<file path="config.mk">
export PLATFORM = sky130hd
export DESIGN_NAME = nfc_frame_scheduler
export DESIGN_NICKNAME = d
export VERILOG_FILES = /design/src/rtl/nfc_frame_scheduler.sv
export SDC_FILE = /design/constraint.sdc
export NUM_CORES = 1
export LEC_CHECK = 0
export ABC_AREA = 1
export BUFFER_PORTS_ARGS = -buffer_cell sky130_fd_sc_hd__buf_2
export CORE_AREA = 2 2 245 247
export DETAILED_ROUTE_END_ITERATION = 16
export DIE_AREA = 0 0 247 249
export GPL_TIMING_DRIVEN = 0
export PLACE_DENSITY = 0.71
export SYNTH_ARGS = -nofsm -noshare
export SYNTH_HDL_FRONTEND = slang
export SYNTH_SLANG_ARGS = --single-unit
export TNS_END_PERCENT = 5
</file>
<file path="constraint.sdc">
create_clock -name clk -period 6 [get_ports clk]
set_input_delay 1.2 -clock clk [delete_from_list [all_inputs] [get_ports clk]]
set_output_delay 1.2 -clock clk [all_outputs]
set_load 0.005 [all_outputs]
</file>
<file path="src/rtl/nfc_frame_scheduler.sv">
// Frame scheduler between the hex-line parser and the NFC transmitter: buffers one
// frame, replays it under valid/ready, then waits for a response or a timeout.
module nfc_frame_scheduler #(
    parameter int DEPTH   = 64,
    parameter int TIMEOUT = 1000000
) (
    input  logic       rstn,
    input  logic       clk,
    input  logic       i_tvalid,
    input  logic [7:0] i_tdata,
    input  logic [3:0] i_tdatab,
    input  logic       i_tlast,
    output logic       o_tvalid,
    input  logic       o_tready,
    output logic [7:0] o_tdata,
    output logic [3:0] o_tdatab,
    output logic       o_tlast,
    input  logic       rx_done,
    output logic       timeout,
    output logic       busy,
    output logic [7:0] drop_cnt
);
    localparam int AW = $clog2(DEPTH);
    localparam logic [AW-1:0] PTR_MAX    = AW'(DEPTH - 1);
    localparam logic [AW-1:0] PTR_ONE    = AW'(1'b1);
    localparam logic [AW:0]   LEN_ONE    = (AW + 1)'(1'b1);
    localparam logic [31:0]   TIMER_INIT = 32'(TIMEOUT);

    typedef enum logic [1:0] {
        COLLECT = 2'd0,
        DROP    = 2'd1,
        SEND    = 2'd2,
        WAIT    = 2'd3
    } state_t;

    state_t        state_r;
    logic [7:0]    mem_r [DEPTH];
    logic [AW-1:0] wptr_r;
    logic [AW-1:0] rptr_r;
    logic [AW:0]   len_r;
    logic [3:0]    lastb_r;
    logic [31:0]   timer_r;
    logic          in_frame_r;
    logic          discard_r;

    logic          foreign_s;
    logic          drop_inc_s;
    logic          discard_s;
    logic [7:0]    drop_nx_s;
    logic [AW-1:0] rptr_nx_s;
    logic          last_nx_s;
    logic          hs_s;

    assign busy = (state_r != COLLECT);

    // Next-value helpers: foreign-frame detection, discard tracking, drop counting
    always_comb begin
        foreign_s  = 1'b0;
        drop_inc_s = 1'b0;
        discard_s  = discard_r;
        if ((state_r == SEND) || (state_r == WAIT)) begin
            foreign_s = i_tvalid && !in_frame_r;
        end else begin
            foreign_s = 1'b0;
        end
        if ((state_r == COLLECT) && i_tvalid && !i_tlast && (wptr_r == PTR_MAX)) begin
            drop_inc_s = 1'b1;
        end else begin
            drop_inc_s = foreign_s;
        end
        // Leaving WAIT must see a discard raised by a foreign byte in that same cycle
        if (foreign_s) begin
            discard_s = !i_tlast;
        end else if ((state_r != COLLECT) && i_tvalid && i_tlast) begin
            discard_s = 1'b0;
        end else begin
            discard_s = discard_r;
        end
        if (drop_inc_s && (drop_cnt != 8'hFF)) begin
            drop_nx_s = drop_cnt + 8'd1;
        end else begin
            drop_nx_s = drop_cnt;
        end
        hs_s      = o_tvalid && o_tready;
        rptr_nx_s = rptr_r + PTR_ONE;
        last_nx_s = ({1'b0, rptr_nx_s} == (len_r - LEN_ONE));
    end

    // Frame buffer write port (contents are don't-care after reset)
    always_ff @(posedge clk) begin
        if ((state_r == COLLECT) && i_tvalid) begin
            mem_r[wptr_r] <= i_tdata;
        end
    end

    // Main FSM with registered transmitter-side outputs
    always_ff @(posedge clk or negedge rstn) begin
        if (!rstn) begin
            state_r    <= COLLECT;
            wptr_r     <= '0;
            rptr_r     <= '0;
            len_r      <= '0;
            lastb_r    <= 4'd8;
            timer_r    <= 32'd0;
            in_frame_r <= 1'b0;
            discard_r  <= 1'b0;
            o_tvalid   <= 1'b0;
            o_tdata    <= 8'd0;
            o_tdatab   <= 4'd8;
            o_tlast    <= 1'b0;
            timeout    <= 1'b0;
            drop_cnt   <= 8'd0;
        end else begin
            if (i_tvalid) begin
                in_frame_r <= !i_tlast;
            end
            discard_r <= discard_s;
            drop_cnt  <= drop_nx_s;
            timeout   <= 1'b0;
            case (state_r)
                COLLECT: begin
                    if (i_tvalid) begin
                        if (i_tlast) begin
                            len_r    <= {1'b0, wptr_r} + LEN_ONE;
                            lastb_r  <= i_tdatab;
                            wptr_r   <= '0;
                            state_r  <= SEND;
                            o_tvalid <= 1'b1;
                            // Slot 0 is being written this cycle for a single-byte frame
                            o_tdata  <= (wptr_r == '0) ? i_tdata : mem_r[0];
                            o_tlast  <= (wptr_r == '0);
                            o_tdatab <= (wptr_r == '0) ? i_tdatab : 4'd8;
                        end else if (wptr_r == PTR_MAX) begin
                            wptr_r  <= '0;
                            state_r <= DROP;
                        end else begin
                            wptr_r <= wptr_r + PTR_ONE;
                        end
                    end
                end
                DROP: begin
                    if (i_tvalid && i_tlast) begin
                        state_r <= COLLECT;
                    end
                end
                SEND: begin
                    if (hs_s) begin
                        if (o_tlast) begin
                            rptr_r   <= '0;
                            timer_r  <= TIMER_INIT;
                            state_r  <= WAIT;
                            o_tvalid <= 1'b0;
                            o_tdata  <= 8'd0;
                            o_tdatab <= 4'd8;
                            o_tlast  <= 1'b0;
                        end else begin
                            rptr_r   <= rptr_nx_s;
                            o_tdata  <= mem_r[rptr_nx_s];
                            o_tlast  <= last_nx_s;
                            o_tdatab <= last_nx_s ? lastb_r : 4'd8;
                        end
                    end
                end
                WAIT: begin
                    timer_r <= timer_r - 32'd1;
                    if (rx_done) begin
                        state_r <= discard_s ? DROP : COLLECT;
                    end else if (timer_r == 32'd1) begin
                        timeout <= 1'b1;
                        state_r <= discard_s ? DROP : COLLECT;
                    end
                end
                default: begin
                    state_r <= COLLECT;
                end
            endcase
        end
    end
endmodule

</file>
# After elaboration in Yosys (flattened, before gate mapping)
# Memory sizes are Yosys's and may differ from the RTL's.
# Index checks and enable logic that the tools add are counted.
[op_classes] n_addsub=6 n_eq_ne=14 mux=48 reduce_logical=24
[op_table] operator="32-bit two-way mux" n=2
[op_table] operator="32-bit case mux with 2 select lines" n=1
[op_table] operator="8-bit two-way mux" n=5
[op_table] operator="32-bit by 1-bit == test with 1-bit output, second input constant" n=1
[op_table] operator="32-bit by 1-bit subtractor with 32-bit output, second input constant" n=1
[op_table] operator="4-bit two-way mux" n=6
[op_table] operator="1-bit two-way mux" n=18
[op_table] operator="6-bit two-way mux" n=3
[op_table] operator="2-bit two-way mux" n=8
[op_table] operator="8-bit case mux with 2 select lines" n=1
[op_table] operator="6-bit by 1-bit adder with 6-bit output, second input constant" n=2
[op_table] operator="2-bit inequality test, second input constant" n=5
[op_table] operator="1-bit logical AND" n=9
[op_table] operator="8-bit by 1-bit adder with 8-bit output, second input constant" n=1
[op_table] operator="8-bit inequality test, second input constant" n=1
[op_table] operator="2-bit case mux with 4 select lines" n=1
[op_table] operator="4-bit case mux with 2 select lines" n=1
[op_table] operator="6-bit by 1-bit adder with 7-bit output, second input constant" n=1
[op_table] operator="6-bit by 7-bit == test with 1-bit output" n=1
[op_table] operator="7-bit by 1-bit subtractor with 7-bit output, second input constant" n=1
[op_table] operator="6-bit == test, second input constant" n=1
[op_table] operator="6-bit logical NOT" n=1
[op_table] operator="3-bit AND reduction" n=2
[op_table] operator="6-bit AND reduction" n=1
[op_table] operator="12 further kinds" n=18
[word_totals] reg_bits=82 mem_bits_rw=512 inputBits=18 out_inout_bits=24 word_cells=107 mem_count=1
[mem_list] name="mem_r" depth=64 width=8 rd=2 rd_clocked_by_memory_dff=0 wr=1 line_no="37" source="logic [7:0] mem_r [DEPTH];"

# Longest topological paths before layout
# Gate-level depths: netlist of run 1.
[logic_depth] ltp_word=9 mapped_depth=14 depth_no_buf=14

# Worst setup path before layout of run 1
# Ideal clock, no wire load.
[synth_timing] kind="input port to flip-flop" start="input i_tvalid" end="memory mem_r[22][0] (enable)" setup_ns=0.370 t_arrival_ns=2.343 required_time_ns=5.630 slack_ns=3.287 path_stages=5 n_path_buf=1 path_cell_list="inv_1 > nor2_1 > clkbuf_1 > nand2_1 > nor2_1"
[synth_between] elab_chain_cells=3
[synth_rtl] element="start: declaration" line_no="9" source="input logic i_tvalid,"
[synth_rtl] element="1-bit logical AND" line_no="91" source="if ((state_r == COLLECT) && i_tvalid) begin"
[synth_rtl] element="1-bit two-way mux" line_no="91"
[synth_rtl] element="1-bit two-way mux (implied by the code)" line_no="92" source="mem_r[wptr_r] <= i_tdata;"
[synth_rtl] element="end: declaration" line_no="37"
# No other way between the ends.

# Worst setup path after layout of run 1
[layout_timing] start="register rptr_r[0]" end="register o_tdata[6]"
[layout_between] elab_chain_cells=5
[layout_rtl] element="start: declaration" line_no="39" source="logic [AW-1:0] rptr_r;"
[layout_rtl] element="start signal: assignment" line_no="157" source="rptr_r <= rptr_nx_s;"
[layout_rtl] element="6-bit by 1-bit adder with 6-bit output" line_no="85" source="rptr_nx_s = rptr_r + PTR_ONE;"
[layout_rtl] element="memory read 64 x 8 bit"
[layout_rtl] element="8-bit two-way mux" line_no="148" source="if (o_tlast) begin"
[layout_rtl] element="8-bit two-way mux" line_no="147" source="if (hs_s) begin"
[layout_rtl] element="8-bit case mux with 2 select lines" line_no="120" source="case (state_r)"
[layout_rtl] element="end signal: assignment" line_no="130" source="o_tdata <= (wptr_r == '0) ? i_tdata : mem_r[0];"
[layout_rtl] element="end signal: assignment" line_no="158" source="o_tdata <= mem_r[rptr_nx_s];"
[layout_rtl] element="end: declaration" line_no="15" source="output logic [7:0] o_tdata,"
# No other way between the ends. The select of a mux whose other input is x is not followed.
# A chain may end at the register's enable or synchronous reset.

==> impl_metrics.ini, run 1 <==
[run_status]
outcome = complete, no violations

[timing]
final_hold_viol_count = 0
setup_tns_ns = 0
rsz0062_at_grt = no
fmax_ghz = 0.276
layout_min_cycle_time_ns = 3.62
fin_skew_ns = 0.0229
slew_viol_final = 0
max_slew_margin = 0.0421
tightest_slew_ns = 1.44
finalCritPeriodShare = 0.603
layout_setup_ws_ns = 2.38
setup_violations = 0

[clock_tree]
htree_levels = 2
clk_path_buf_depth = 3
clk_latency_ns = 0.65
cts_resized = 0
clk_pin_slew_ns = 0.06
hold_buffers = 0
root_buffer = clkbuf_16
postCtsSetupBuffers = 0
cts_tree = built
cts-buffers-inserted = 58
cts.sinks = 594

[worst_setup_path]
crit_path_max_fanout = 10
startpoint_type = flop
r2r_start = rptr_r[0]$_DFFE_PN0P_
cpMostUsedCell = nand3_1
worstSetupPathDepth = 11
worstSetupPathType = reg -> reg
max_stage_delay_ns = 0.75
cp_num_buf_inv = 2
slowest_stage = clkbuf_1
r2r_setup_slack_ns = 2.38
path_cells = ha_1, clkbuf_1, buf_1, nand2_1, nand3_1, nand3_1, nand3_1, nand3_1, nand2_1, nand2_1, a21oi_1
cp.arrival_ns = 4.18
path_delay_family = buffers and inverters
r2r-end = o_tdata[6]$_DFFE_PN0P_
rr_worst_depth = 11
cp.required_ns = 6.56
endpoint_kind = flop

[flow_run]
drv_cap = 0

[synth]
synthCells = 2608
synth_top_cells_by_area = edfxtp_1 59%, nand2_1 11%, dfrtp_1 7.6%
synth_seq_area_share = 0.664
synth_area_per_cell_um2 = 10.1
synth-main-ff-cell = edfxtp_1
yosysWarnings = 0
synthArstFlopShare = 0.138
synthDominantCellAreaShare = 0.586
ys_top_cells_by_count = 788 x nand2_1, 512 x edfxtp_1, 351 x nand3_1, 251 x nor2_1, 243 x inv_1
netlist_area_um2 = 26300
synth.most_common_cell = nand2_1
syn_nets = 2633
synth_top_cell_by_area = edfxtp_1
synth_seq_cells = 594
synth.distinct_cells = 44
synth_edf_count = 512

[power]
irDropWorstVdd_v = 0.000275
p_leak_uw = 0.0118
powerDensity_nw_per_um2 = 513

[layout]
ff_latch_area_um2 = 17400
multi_input_area_um2 = 7340
syn_to_final_growth_pct = 11.8
fillerInstances = 5134
drive_gt1_frac = 0.0837
nNetsFinal = 2736
n_antenna_cell = 0

[floorplanning]
die_w_um = 247
io_pins = 42
die_y_um = 249
std_cell_rows = 89
core_um2 = 58700
initial_core_util = 0.447
dieArea_um2 = 61500

[drt]
drcViolationCount = 0
wirelength_um = 80900
wl_per_cell_um = 22.9
vias = 19600
ant_nets = 0
vias_per_cell = 5.54
drtIter0Drc = 2554
drtPass1Iterations = 8

[grt]
grt.total_usage = 0.263
grt_pass1_wl_um = 118000
grt_max_degree = 66
grt_overflow = 0
grt_antenna_before_repair = 1
first_global_vias = 18700

[worst_hold_path]
hold_path_depth = 2
min_from = lastb_r[3]$_DFFE_PN1P_
worstHoldEndpoint = lastb_r[3]$_DFFE_PN1P_
hold_class = reg -> reg

[place]
portBuffers = 41
post-place-ws_ns = 2.00
hpwl_um = 56300
gp_congestion = 0.994
==> placed cells by master (no fill, tap or decap), types with 8 or more instances in the layout <==
cell type | synthesis | routed
buf_4 | 6 | 13
nor2_1 | 251 | 251
nand4_1 | 19 | 19
o21ai_0 | 94 | 94
xor2_1 | 20 | 20
dfrtp_1 | 80 | 80
clkbuf_16 | 0 | 58
o22ai_1 | 12 | 12
a21oi_1 | 33 | 33
nor3_1 | 12 | 12
inv_1 | 243 | 243
nand3_1 | 351 | 351
clkinv_1 | 2 | 15
buf_2 | 61 | 95
clkinv_2 | 0 | 8
buf_1 | 20 | 20
nand2_1 | 788 | 788
edfxtp_1 | 512 | 512
clkbuf_1 | 28 | 44
==> per-stage QoR <==
| step | cells | total power [µW] | hold slack, ns | utilization | area, µm² |
|---|---|---|---|---|---|
| 6_report | 3532 | 15100 | 0.479 | 0.500 | 29400 |
| 2_1_floorplan | 2608 | 8700 | 0.442 | - | 26300 |
| 3_3_place_gp | 3422 | 11200 | 0.455 | 0.467 | 27400 |
| 4_1_cts | 3532 | 14900 | 0.481 | 0.500 | 29400 |
| 5_1_grt | 3532 | 15700 | 0.500 | 0.500 | 29400 |
| 3_5_place_dp | 3424 | 11300 | 0.467 | 0.468 | 27500 |
==> kinds of logic after synthesis <==
logic type / count (synthesis) / synth area share
adders and majority gates: 7 / 0.00334
and+or+nand+nor: 1451 / 0.233
xor gates and xnor gates: 31 / 0.0115
muxes: 1 / 0.000429
DFF: 594 / 0.664
buffers and inverters: 368 / 0.0567
AOI/OAI and AO/OA: 156 / 0.0317
==> worst max-delay path by stage <==
| stage | startpoint | endpoint | slack, ns |
|---|---|---|---|
| 2_1_floorplan | i_tvalid | mem_r[22][0]$_DFFE_PP_ | 3.29 |
| 3_3_place_gp | i_tvalid | mem_r[60][0]$_DFFE_PP_ | 2.06 |
| 3_5_place_dp | i_tvalid | mem_r[61][5]$_DFFE_PP_ | 2.00 |
| 4_1_cts | rptr_r[0]$_DFFE_PN0P_ | o_tdata[6]$_DFFE_PN0P_ | 2.53 |
| 5_1_grt | i_tvalid | mem_r[60][7]$_DFFE_PP_ | 2.36 |
| 6_report | rptr_r[0]$_DFFE_PN0P_ | o_tdata[6]$_DFFE_PN0P_ | 2.38 |
==> state kept, by name, indices dropped and copies added, names as in the netlist <==
| register | flops |
|---|---|
| in_frame_r | 1 |
| rptr_r | 6 |
| state_r | 2 |
| lastb_r | 4 |
| drop_cnt | 8 |
| wptr_r | 6 |
| timer_r | 32 |
| o_tdatab | 4 |
| mem_r | 512 |
| o_tvalid | 1 |
| o_tlast | 1 |
| len_r | 7 |
| timeout | 1 |
| o_tdata | 8 |
| discard_r | 1 |
==> worst reg2reg max path, stage by stage, from the launching register on <==
cell and delay (ns):
dfrtp_1 0.43, ha_1 0.56, clkbuf_1 0.76, buf_1 0.48, nand2_1 0.20, nand3_1 0.22
nand3_1 0.20, nand3_1 0.16, nand3_1 0.08, nand2_1 0.22, nand2_1 0.10, a21oi_1 0.13
==> report_power, final <==
part | leakage, µW | switching [µW] | total [µW] | internal [µW]
clock network | 0.000901 | 1570 | 3620 | 2050
registers | 0.00563 | 202 | 4960 | 4750
logic | 0.00532 | 4850 | 6500 | 1640
==> layout make-up <==
class                           count  area share
Tap cell                          773      0.0329
Multi-Input combinational cell   1646       0.250
Clock inverter                     34      0.0121
Timing Repair Buffer               43     0.00920
Clock buffer                       74      0.0515
Inverter                          252      0.0322
Buffer                            116      0.0185
Sequential cell                   594       0.594
==> layer usage <==
metal | routed length (µm) | vias to the layer above | global-route usage
met5 | 0 | - | 0
met4 | 3700 | 0 | 0.109
met1 | 31700 | 9427 | 0.351
met3 | 8100 | 210 | 0.0585
li1 | - | 8877 | -
met2 | 37400 | 1037 | 0.414
Note: power is estimated with default switching activity, not from simulation.
==> run 2, diff against run 1 <==
PLACE_DENSITY = 0.73   (was 0.71)
clock period = 3.2 ns   (was 6 ns; I/O delays follow)
==> run 2 against run 1 <==
Net effect:
- wire length decreased by 0.33%
- worst setup slack got worse by 2.4 ns
- hold slack got worse by 0.23 ns
- global-route usage about the same
- register-to-register slack worse by 2.4 ns
- final cell count hardly changed
- utilization rose by 0.066 points
- die area unchanged
- maximum frequency is 14% higher
- final area increased by 0.13%
- first-iteration DRC count decreased by 6.4%
==> impl_metrics.ini, run 2 (synthesis gave the netlist of run 1 again) <==
[grt]
grt_pass1_wl_um = 119000
grt_antenna_before_repair = 0
grt_max_degree = 67
grt.total_usage = 0.262
grt_overflow = 0
first_global_vias = 19000

[clock_tree]
htree_levels = 2
postCtsSetupBuffers = 0
clk_path_buf_depth = 3
root_buffer = clkbuf_16
cts-buffers-inserted = 59
clk_pin_slew_ns = 0.06
clk_latency_ns = 0.65
cts_tree = built
cts.sinks = 594

[worst_setup_path]
cp.required_ns = 3.43
worstSetupPathType = reg -> reg
slowest_stage = nor2_2
r2r_setup_slack_ns = 0.01
startpoint = state_r[1]$_DFFE_PN0P_
cp.arrival_ns = 3.42
startpoint_type = flop
crit_path_max_fanout = 10
worstSetupPathDepth = 6
max_stage_delay_ns = 0.79
cp_num_buf_inv = 2
rr_worst_depth = 6
r2r-end = mem_r[62][3]$_DFFE_PP_
path_cells = inv_1, nand2_2, nor2_1, clkbuf_1, nand2_1, nor2_2
path_delay_family = simple AND/OR/NAND/NOR gates
r2r_start = state_r[1]$_DFFE_PN0P_
crit_path_end = mem_r[62][3]$_DFFE_PP_
endpoint_kind = flop

[timing]
finalCritPeriodShare = 0.996
fin_skew_ns = 0.0417
final_hold_viol_count = 0
setup_violations = 0
max_slew_margin = 0.0738
fmax_ghz = 0.314
layout_min_cycle_time_ns = 3.19
rsz0062_at_grt = yes
tightest_slew_ns = 1.38
slew_viol_final = 0

[power]
powerDensity_nw_per_um2 = 955
p_total_uw = 28100
irDropWorstVdd_v = 0.000509
p_leak_uw = 0.0119

[layout]
final_cell_mix = 788 x nand2_1, 512 x edfxtp_1, 351 x nand3_1, 243 x inv_1, 238 x nor2_1
utilization = 0.501
fillerInstances = 5093
stdcell_area_um2 = 29400
syn_to_final_growth_pct = 12.0
drive_gt1_frac = 0.0942
multi_input_area_um2 = 7370
final_common_cell = nand2_1
largest_reg_flops = 512
regMostFlops = mem_r
nNetsFinal = 2737
ff_latch_area_um2 = 17400
largestRegisters = mem_r (512), timer_r (32)
n_antenna_cell = 0

[run_status]
outcome = complete, no violations

[drt]
drtPass1Iterations = 5
drcViolationCount = 0
wl_per_cell_um = 22.8
drtIter0Drc = 2391
vias_per_cell = 5.54
vias = 19600
ant_nets = 0
wirelength_um = 80700

[place]
place_area_um2 = 27500
portBuffers = 41
gp_congestion = 0.987
hpwl_um = 55600

[floorplanning]
std_cell_rows = 89
initial_core_util = 0.447
die_w_um = 247
io_pins = 42
core_um2 = 58700
die_y_um = 249
dieArea_um2 = 61500

[worst_hold_path]
hold_class = in -> reg

[flow_run]
drv_cap = 0
## run 2: through the flow
| step | hold slack (ns) | setup WS, ns | cells | TNS (ns) |
|---|---|---|---|---|
| after floorplan | 0.344 | 1.05 | 2608 | 0 |
| after global placement | 0.455 | -0.190 | 3422 | -8.63 |
| after detailed placement | 0.474 | -0.229 | 3423 | -12.99 |
| after CTS | 0.226 | -0.00959 | 3533 | -0.0560 |
| after global routing | 0.233 | -0.0391 | 3533 | -0.981 |
| final | 0.246 | 0.0126 | 3533 | 0 |
## run 2: cell type report
type	instances	area share
plain buffers	116	0.0188
clock buffers	79	0.0550
flip-flops and latches	594	0.593
repair buffers	43	0.00902
clock inverters	30	0.00855
inverters	252	0.0322
multi-input cells	1646	0.251
well taps	773	0.0329
## run 2: what timing repair did
item	CTS	global route
hold endpoints to repair	16	0
setup endpoints to repair	31	115
resized for setup	4	18
hold buffers	1	0
## run 2: where the power goes
part	switching, µW	total [µW]	leakage (µW)	internal (µW)
logic	8930	12000	0.00533	3100
clock network	2970	6770	0.000916	3790
registers	374	9290	0.00563	8910
total	12300	28100	0.0119	15800
## run 2: worst min path at each step
stage	from	end	slack, ns	depth (start not counted)
2_1_floorplan	rstn	discard_r$_DFF_PN0_	0.34	0
3_3_place_gp	lastb_r[2]$_DFFE_PN0P_	lastb_r[2]$_DFFE_PN0P_	0.46	2
3_5_place_dp	o_tdatab[3]$_DFFE_PN1P_	o_tdatab[3]$_DFFE_PN1P_	0.47	2
4_1_cts	i_tdatab[1]	lastb_r[1]$_DFFE_PN0P_	0.23	3
5_1_grt	rx_done	timeout$_DFF_PN0_	0.23	2
6_report	i_tdatab[1]	lastb_r[1]$_DFFE_PN0P_	0.25	3
## run 2: worst register-to-register path: cells and delay by family (launching register included)
kind,cells,cell delay (ns)
and+or+nand+nor,4,1.81
buffers and inverters,2,0.55
DFF,1,0.46
## run 2: metal layers
layer	up-vias	global-route usage	share of wire	wire [µm]
li1	8860	-	-	-
met1	9408	0.354	0.39	31300
met2	1116	0.408	0.46	37000
met3	194	0.0576	0.11	8580
met4	0	0.114	0.046	3720
met5	-	0	0	0
